==> src/rtl/command_sequencer_pkg.sv <==
// Shared definitions for the command sequencer: opcode constants, command word
// field layout, FSM state encoding and a small opcode classification helper.
package command_sequencer_pkg;

    // Command word layout
    localparam int unsigned CmdW     = 40;
    localparam int unsigned OpLsb    = 0;
    localparam int unsigned OpW      = 5;
    localparam int unsigned SrcLsb   = 5;
    localparam int unsigned DstLsb   = 9;
    localparam int unsigned BankW    = 4;
    localparam int unsigned CntLsb   = 13;
    localparam int unsigned CntW     = 11;
    localparam int unsigned ParamLsb = 24;
    localparam int unsigned ParamW   = 16;

    // Non-instruction opcodes
    localparam logic [OpW-1:0] OP_NOP = 5'd0;
    localparam logic [OpW-1:0] OP_END = 5'd31;

    typedef enum logic [2:0] {
        StIdle,
        StLoad,
        StRead,
        StDrain,
        StDone
    } seq_state_e;

    // True for opcodes that start a transfer.
    function automatic logic is_compute(input logic [OpW-1:0] op);
        return (op != OP_NOP) && (op != OP_END);
    endfunction

endpackage

==> src/rtl/command_sequencer_delay_line.sv <==
// seq_delay_line: Depth-stage shift register carrying a valid bit and an address,
// used to turn read strobes into write strobes a fixed number of cycles later.
//   clk_i       clock
//   rst_ni      asynchronous active-low reset, clears every stage
//   valid_i     strobe entering stage 0
//   addr_i      address entering stage 0
//   valid_o     strobe leaving the last stage
//   addr_o      address leaving the last stage
//   inflight_o  any valid entry in stages other than the last one
module seq_delay_line #(
    parameter int unsigned Depth = 4,
    parameter int unsigned AddrW = 11
) (
    input  logic             clk_i,
    input  logic             rst_ni,
    input  logic             valid_i,
    input  logic [AddrW-1:0] addr_i,
    output logic             valid_o,
    output logic [AddrW-1:0] addr_o,
    output logic             inflight_o
);

    logic [Depth-1:0] valid_q;
    logic [AddrW-1:0] addr_q [Depth];

    always_ff @(posedge clk_i or negedge rst_ni) begin
        if (!rst_ni) begin
            valid_q <= '0;
            for (int unsigned i = 0; i < Depth; i++) begin
                addr_q[i] <= '0;
            end
        end else begin
            valid_q[0] <= valid_i;
            addr_q[0]  <= addr_i;
            for (int unsigned i = 1; i < Depth; i++) begin
                valid_q[i] <= valid_q[i-1];
                addr_q[i]  <= addr_q[i-1];
            end
        end
    end

    // The last stage is excluded: its entry is being written out this cycle, so
    // the line is empty after this edge when the earlier stages are empty.
    always_comb begin
        inflight_o = 1'b0;
        for (int unsigned i = 0; i + 1 < Depth; i++) begin
            inflight_o = inflight_o | valid_q[i];
        end
    end

    assign valid_o = valid_q[Depth-1];
    assign addr_o  = addr_q[Depth-1];

endmodule

==> src/rtl/command_sequencer.sv <==
// command_sequencer: accepts level-held command words, walks a source bank with
// read strobes and issues matching writes to a destination bank PIPE_LAT cycles
// later, then pulses done.
//   clk, rst_n              clock, asynchronous active-low reset
//   command_in, command_we  command word and its level-valid
//   done_ins_computation    one-cycle completion pulse
//   busy                    command in progress
//   rd_en/rd_bank/rd_addr   source read strobe, bank, address
//   wr_en/wr_bank/wr_addr   destination write strobe, bank, address
//   op_code/op_param        latched opcode and param for the datapath
//   err_overrun             sticky: new command seen while busy
module command_sequencer
    import command_sequencer_pkg::*;
#(
    parameter int unsigned PIPE_LAT = 4,
    parameter int unsigned ADDR_W   = 11
) (
    input  logic              clk,
    input  logic              rst_n,
    input  logic [CmdW-1:0]   command_in,
    input  logic              command_we,
    output logic              done_ins_computation,
    output logic              busy,
    output logic              rd_en,
    output logic [BankW-1:0]  rd_bank,
    output logic [ADDR_W-1:0] rd_addr,
    output logic              wr_en,
    output logic [BankW-1:0]  wr_bank,
    output logic [ADDR_W-1:0] wr_addr,
    output logic [OpW-1:0]    op_code,
    output logic [ParamW-1:0] op_param,
    output logic              err_overrun
);

    seq_state_e state_q, state_d;

    logic              prev_we_q;
    logic [CmdW-1:0]   last_word_q;
    logic              pending_q, pending_d;
    logic              accept_evt, retry_ok, cmd_is_op, start, last_elem;

    logic [CntW-1:0]   cnt_q, cnt_m1_q;
    logic [BankW-1:0]  src_q, dst_q;
    logic [OpW-1:0]    op_q;
    logic [ParamW-1:0] param_q;
    logic              err_q;

    logic              dl_valid, dl_inflight;
    logic [ADDR_W-1:0] dl_addr;
    logic [ADDR_W-1:0] rd_addr_int;

    // Acceptance: rising command_we, or a changed word while it stays high.
    assign accept_evt = command_we && (!prev_we_q || (command_in != last_word_q));
    assign cmd_is_op  = is_compute(command_in[OpLsb +: OpW]);
    // A word that arrived during DONE is picked up here if it is still presented.
    assign retry_ok   = pending_q && command_we && (command_in == last_word_q);
    assign start      = (state_q == StIdle) && (accept_evt || retry_ok) && cmd_is_op;
    assign last_elem  = (cnt_q == cnt_m1_q);
    assign pending_d  = (state_q == StDone) && accept_evt && cmd_is_op;

    // State register
    always_ff @(posedge clk or negedge rst_n) begin
        if (!rst_n) begin
            state_q <= StIdle;
        end else begin
            state_q <= state_d;
        end
    end

    // Next-state logic
    always_comb begin
        state_d = state_q;
        unique case (state_q)
            StIdle:  if (start) state_d = StLoad;
            StLoad:  state_d = StRead;
            StRead:  if (last_elem) state_d = StDrain;
            StDrain: if (!dl_inflight) state_d = StDone;
            StDone:  state_d = StIdle;
            default: state_d = StIdle;
        endcase
    end

    // Outputs decoded from state
    always_comb begin
        rd_en                = (state_q == StRead);
        done_ins_computation = (state_q == StDone);
        busy                 = (state_q == StLoad) || (state_q == StRead) ||
                               (state_q == StDrain);
        rd_addr_int          = rd_en ? ADDR_W'(cnt_q) : '0;
    end

    // Command-valid history and acceptance bookkeeping
    always_ff @(posedge clk or negedge rst_n) begin
        if (!rst_n) begin
            prev_we_q   <= 1'b0;
            last_word_q <= '0;
            pending_q   <= 1'b0;
            err_q       <= 1'b0;
        end else begin
            prev_we_q <= command_we;
            pending_q <= pending_d;
            if (accept_evt) begin
                last_word_q <= command_in;
            end
            if (accept_evt && busy) begin
                err_q <= 1'b1;
            end
        end
    end

    // Latched command fields and element counter
    always_ff @(posedge clk or negedge rst_n) begin
        if (!rst_n) begin
            cnt_q    <= '0;
            cnt_m1_q <= '0;
            src_q    <= '0;
            dst_q    <= '0;
            op_q     <= '0;
            param_q  <= '0;
        end else if (start) begin
            cnt_q    <= '0;
            cnt_m1_q <= command_in[CntLsb +: CntW];
            src_q    <= command_in[SrcLsb +: BankW];
            dst_q    <= command_in[DstLsb +: BankW];
            op_q     <= command_in[OpLsb +: OpW];
            param_q  <= command_in[ParamLsb +: ParamW];
        end else if (state_q == StLoad) begin
            cnt_q <= '0;
        end else if ((state_q == StRead) && !last_elem) begin
            cnt_q <= cnt_q + 1'b1;
        end
    end

    seq_delay_line #(
        .Depth (PIPE_LAT),
        .AddrW (ADDR_W)
    ) u_delay_line (
        .clk_i      (clk),
        .rst_ni     (rst_n),
        .valid_i    (rd_en),
        .addr_i     (rd_addr_int),
        .valid_o    (dl_valid),
        .addr_o     (dl_addr),
        .inflight_o (dl_inflight)
    );

    assign rd_addr     = rd_addr_int;
    assign rd_bank     = src_q;
    assign wr_en       = dl_valid;
    assign wr_addr     = dl_addr;
    assign wr_bank     = dst_q;
    assign op_code     = op_q;
    assign op_param    = param_q;
    assign err_overrun = err_q;

endmodule

==> config.mk <==
export PLATFORM = sky130hd
export DESIGN_NAME = command_sequencer
export DESIGN_NICKNAME = d
export VERILOG_FILES = /design/src/rtl/command_sequencer_pkg.sv /design/src/rtl/command_sequencer_delay_line.sv /design/src/rtl/command_sequencer.sv
export SDC_FILE = /design/constraint.sdc
export NUM_CORES = 1
export LEC_CHECK = 0
export ABC_CLOCK_PERIOD_IN_PS = 2260
export BUFFER_PORTS_ARGS = -buffer_cell sky130_fd_sc_hd__buf_2
export CORE_AREA = 2 2 105 107
export CTS_CLUSTER_SIZE = 12
export DETAILED_ROUTE_END_ITERATION = 7
export DIE_AREA = 0 0 107 109
export GPL_TIMING_DRIVEN = 0
export MAX_ROUTING_LAYER = met4
export PLACE_DENSITY_LB_ADDON = 0.08
export SLEW_MARGIN = 20
export SYNTH_ARGS = -nofsm -noshare
export SYNTH_HDL_FRONTEND = slang
export SYNTH_SLANG_ARGS = --single-unit
==> constraint.sdc <==
create_clock -name clk -period 2.26 [get_ports clk]
set_input_delay 0.113 -clock clk [delete_from_list [all_inputs] [get_ports clk]]
set_output_delay 0.113 -clock clk [all_outputs]
set_load 0.005 [all_outputs]
# --- Yosys cells after proc, flatten, opt, wreduce, memory -nomap -nowiden ---
# Cells that the tools add are included.
op_classes:
  muxes: 8
  n_addsub: 1
  n_reduce_logical: 20
  bitwise_logic: 2
  eq_ne: 11
ops:
  columns: ["operator", "n"]
  rows:
  - ["11-bit two-way mux", 4]
  - ["40-bit equality test", 1]
  - ["40-bit != test", 1]
  - ["3-bit one-hot mux with 4 select lines", 1]
  - ["11-bit by 1-bit adder with 11-bit output (second input constant)", 1]
  - ["11-bit equality test", 1]
  - ["1-bit logical AND", 10]
  - ["3-bit two-way mux", 3]
  - ["3-bit by 2-bit equality test with 1-bit output (second input constant)", 2]
  - ["2-bit != test (second input constant)", 3]
  - ["5-bit != test (second input constant)", 1]
  - ["5-bit nonzero test", 1]
  - ["1-bit logical OR", 4]
  - ["3-bit by 1-bit equality test with 1-bit output (second input constant)", 1]
  - ["3-bit equality test (second input constant)", 1]
  - ["3-bit logical NOT", 1]
  - ["3-bit AND reduction", 1]
  - ["3-bit nonzero test", 1]
  - ["1-bit logical NOT", 2]
  - ["1-bit OR", 2]
word_totals:
  output_inout_bits: 56
  in_bits: 43
  regBits: 145
  wordCells: 58

# --- Logic depth before layout (Yosys ltp) ---
depth:
  ltp_word: 8
  mapped_depth: 8
  mapped_depth_nobuf: 6

# --- By module ---
# A second synthesis with hierarchy kept.
unflattened:
  hier_cells: 425
  hier_area_um2: 6012.0
modules_own_cells:
  columns: ["mod", "seq_area_each_um2", "area_each_um2", "cells_per_inst", "instances"]
  rows:
  - ["command_sequencer", 2427.3, 4722.0, 365, 1]
  - ["seq_delay_line", 1201.2, 1290.0, 60, 1]

# --- Worst setup path after synthesis ---
# Ideal clock, no wire load.
synth_path:
  path_kind: "register -> register"
  startpoint: "reg last_word_q[13]"
  endpoint: "reg last_word_q[31]"
  arrival_time_ps: 1847
  stages_incl_launch_ff: 9
  setup_time_ps: 125
  path_slack_ps: 288
  t_required_ps: 2135
  synth_period_minus_slack_ps: 1972
  path_buffers: 2
  path_cell_list: "dfrtp_1 -> xnor2_1 -> nand4_1 -> nor4_1 -> nand4_2 -> nand2_1 -> buf_6 -> buf_6 -> mux2_2"
synth_between:
  elab_chain_len: 3
synth_rtl:
  columns: ["element", "line_no", "source"]
  rows:
  - ["start: declaration", "command_sequencer.sv:38", "logic [CmdW-1:0] last_word_q;"]
  - ["start signal: assignment", "command_sequencer.sv:103", "last_word_q <= command_in;"]
  - ["40-bit != test", "command_sequencer.sv:53", "assign accept_evt = command_we && (!prev_we_q || (command_in != last_word_q));"]
  - ["1-bit logical OR", "command_sequencer.sv:53", null]
  - ["1-bit logical AND", "command_sequencer.sv:53", null]
# Every way passes these cells.
# A chain may end at the register's enable or synchronous reset.

# --- Worst setup path after layout ---
layout_path:
  startpoint: "reg last_word_q[38]"
  endpoint: "reg src_q[2], in the netlist rd_bank[2]"
layout_between:
  elab_chain_len: 6
  word_cells_on_any_way: 8
  cone_classes: "eq/ne: 2; reduce/logical: 6"
layout_rtl:
  columns: ["element", "line_no", "source"]
  rows:
  - ["40-bit != test", "command_sequencer.sv:53", null]
  - ["1-bit logical OR", "command_sequencer.sv:53", null]
  - ["1-bit logical AND", "command_sequencer.sv:53", null]
  - ["1-bit logical OR (*)", "command_sequencer.sv:57", "assign start = (state_q == StIdle) && (accept_evt || retry_ok) && cmd_is_op;"]
  - ["1-bit logical AND (*) (2 in series)", "command_sequencer.sv:57", null]
  - ["end signal: assignment", "command_sequencer.sv:123", "src_q <= command_in[SrcLsb +: BankW];"]
  - ["end: declaration", "command_sequencer.sv:43", "logic [BankW-1:0] src_q, dst_q;"]
# Mark *: on every way between the ends. The rest lies on a longest branch, timed or not.

==> flow_summary_export.csv <==
group,metric,value,unit
detailed_routing,routedWlPerCell,16.4,um
cells_and_area,final_net_count,605,
min_path,hp-class,"primary input to async pin",
floorplan,rows,38,
worst_setup_path,critical_path.endpoint_type,"flip-flop",
timing,report.final.slew_viol_count,0,
run_status,violations,"negative setup slack",
global_routing,grt_remaining_overflow,0,
timing,finalCritPeriodShare,102,%
worst_setup_path,path_class,"flip-flop to flip-flop",
worst_setup_path,r2r_cells,8,
detailed_routing,dr.pass1.iters,4,
power_and_ir_drop,irDropWorstVdd,0.603,mV
logic_synthesis,syn_avg_cell_area,14.6,um2
timing,finClkSkew,0.00663,ns
place,portBuffers,98,
worst_setup_path,crit_slowest_cell,"dfrtp_1",
worst_setup_path,worstPathArrival,2.71,ns
timing,slew_headroom,50.6,%
logic_synthesis,ys_types,35,
logic_synthesis,ys_warn_count,0,
cells_and_area,final_common_cell,"dfrtp_1",
worst_setup_path,critical_path.max_stage_delay,0.41,ns
global_routing,grt_pass1_vias,3601,
logic_synthesis,synthCells,396,
detailed_routing,wl_met3,572,um
timing,final_hold_viol_count,0,
place,pre_cts_ws,-0.175,ns
logic_synthesis,ys_seq_elements,145,
worst_setup_path,startpoint_type,"flip-flop",
timing,final-setup-viol-count,13,
timing,fmax,436,MHz
clock_tree,cts.clk_slew.worst_paths,0.06,ns
logic_synthesis,async_reset_ff_share,100,%
clock_tree,cts.sinks,145,
global_routing,antenna_found_initial,0,
detailed_routing,wl_met2,5580,um
cells_and_area,layout_common_cells,"145 x dfrtp_1, 97 x buf_2, 44 x mux2_2, 42 x dlygate4sd3_1, 34 x mux2_4",
timing,worst_slack,-0.0356,ns
place,hpwl,7530,um
place,finalWeightedCongestion,0.786,
detailed_routing,vias_per_cell,5.06,
power_and_ir_drop,power.leakage,3.86,nW
worst_setup_path,rr_endpoint,"rd_bank[2]",
cells_and_area,drive_gt1_share,44.3,%
place,postPlaceCellArea,6480,um2
power_and_ir_drop,power,8.82,mW
floorplan,core,10600,um2
cells_and_area,n_antenna_cell,0,
worst_setup_path,crit_chain,"xnor2_2 -> nand4_1 -> nor4_2 -> nand4_2 -> o21ai_4 -> buf_12 -> buf_12 -> mux2_2",
timing,worst_pin_slew,0.740,ns
clock_tree,ctsLongestPathBuffers,2,
worst_setup_path,rrSetupSlack,-0.04,ns
floorplan,ios,99,
detailed_routing,drt_first_iter_violations,149,
global_routing,grt.total_usage,21.7,%
detailed_routing,maxUsedRoutingLayer,"met4",
detailed_routing,ant_nets,0,
logic_synthesis,syn_nets,440,
job,cap_violations,0,
power_and_ir_drop,p_per_area,1120,nW/um2
timing,finalCriticalPeriod,2.30,ns
cells_and_area,fin_util,74.2,%
logic_synthesis,syn_area,5780,um2
clock_tree,cts_tree,"yes",
clock_tree,cts_root_buffer,"clkbuf_8",
floorplan,die_w,107,um
floorplan,die_height,109,um
clock_tree,numCtsBuffers,17,
global_routing,grt_pass1_wl,18000,um
worst_setup_path,cp_common_cell,"buf_12",
worst_setup_path,cp.required,2.68,ns
detailed_routing,vias,3614,
logic_synthesis,seq_area_frac_synth,62.8,%
cells_and_area,area_growth,36.2,%
cells_and_area,final_cell_area,7870,um2
detailed_routing,drc,0,
timing,rsz0062_at_grt,"true",
logic_synthesis,ys.flop_type,"dfrtp_1",
floorplan,start_util,54.5,%
run_status,status,"finished with violations",
worst_setup_path,critPathMaxFanout,10,
worst_setup_path,cp-endpoint,"rd_bank[2]",
worst_setup_path,reg2reg_from,"last_word_q[38]",
detailed_routing,finalWirelength,11700,um
floorplan,dieArea,11700,um2
logic_synthesis,synth-edff-count,0,
detailed_routing,wl_met1,5380,um
clock_tree,cts_max_level,4,
timing,tns,-0.105,ns
clock_tree,clkLatencyLatePin,0.53,ns
global_routing,grt_max_degree,90,
worst_setup_path,critPathLaunch,"last_word_q[38]",
metrics by stage:
stage	cells	hold slack, ns
3_5_place_dp	635	0.165
5_1_grt	714	0.216
4_1_cts	713	0.201
2_1_floorplan	396	-0.183
6_report	714	0.177
3_3_place_gp	634	0.332
worst min-delay path by stage:
stage | from | to | slack [ns] | cells after the start
5_1_grt | rst_n | u_delay_line.addr_o[4] | 0.22 | 2
2_1_floorplan | rst_n | cnt_m1_q[0] | -0.18 | 0
4_1_cts | rst_n | u_delay_line.addr_q[20] | 0.20 | 2
3_5_place_dp | rst_n | u_delay_line.addr_o[4] | 0.17 | 1
6_report | rst_n | u_delay_line.addr_o[4] | 0.18 | 2
3_3_place_gp | u_delay_line.addr_q[19] | u_delay_line.addr_o[8] | 0.33 | 0
routing by layer:
metal  global-route usage, %  vias up
met5                       -        -
met4                    7.61        0
met3                    6.28       20
met2                    32.8      117
met1                    28.3     1780
li1                        -     1697
synth_stat cells, drive strengths merged (3+ instances only):
| cell | instances | area share, % |
|---|---|---|
| and2 | 11 | 1.2 |
| mux2 | 78 | 15 |
| and3 | 7 | 0.76 |
| mux2i | 3 | 0.52 |
| xor2 | 25 | 3.8 |
| dfrtp | 145 | 63 |
| nor3 | 14 | 1.2 |
| nand2 | 4 | 0.26 |
| inv | 6 | 0.39 |
| nand3 | 8 | 0.69 |
| nor2 | 3 | 0.19 |
| xnor2 | 34 | 5.2 |
| o21ai | 3 | 0.46 |
| clkbuf | 3 | 0.19 |
| nor4 | 5 | 0.65 |
| nand4 | 12 | 1.4 |
| buf | 20 | 3.0 |
logic make-up (layout without fill, tap and decap cells):
kind of cell	count (synthesis)	in the layout	synth area share, %
xor+xnor	59	59	8.95
simple gates	72	72	7.37
compound gates	9	9	1.32
fa+ha+maj	1	1	0.217
buf+inv	29	207	3.60
flops	145	145	62.8
mux	81	81	15.7
worst max-delay path: cells and delay by family, from the launching register on:
kind | cells | cell delay [ns]
AOI/OAI and AO/OA | 1 | 0.23
xor gates and xnor gates | 1 | 0.24
buffers and inverters | 2 | 0.31
DFF | 1 | 0.41
muxes | 1 | 0.34
and+or+nand+nor | 3 | 0.65
where the power goes:
group / switching [mW] / internal (mW) / total [mW]
Clock: 1.11 / 1.84 / 2.95
Sequential: 0.372 / 3.18 / 3.55
Combinational: 0.932 / 1.38 / 2.31
Total: 2.41 / 6.40 / 8.82
what timing repair did:
item | 4_1_cts | 5_1_grt
cloned | 1 | 0
resized for setup | 12 | 52
buffers inserted | 3 | 1
setup endpoints to repair | 77 | 85
endpoints found under the hold margin | 170 | 0
pin swaps | 4 | 0
hold buffers | 42 | 0
sequential cells by signal (all words and copies together), names as in the netlist:
signal	count
op_code	5
cnt_q	11
last_word_q	40
cnt_m1_q	11
prev_we_q	1
pending_q	1
op_param	16
u_delay_line.addr_o	11
err_overrun	1
wr_bank	4
rd_bank	4
u_delay_line.addr_q	33
state_q	3
u_delay_line.valid_q	4
cell type report:
| class | instances | area, um2 |
|---|---|---|
| Tap cell | 140 | 175 |
| Timing Repair Buffer | 146 | 1020 |
| Clock buffer | 18 | 428 |
| Inverter | 6 | 22.5 |
| Fill cell | 689 | 2740 |
| Sequential cell | 145 | 3630 |
| Multi-Input combinational cell | 222 | 2160 |
| Clock inverter | 14 | 205 |
| Buffer | 23 | 219 |
Power figures use the tool's default switching activity.
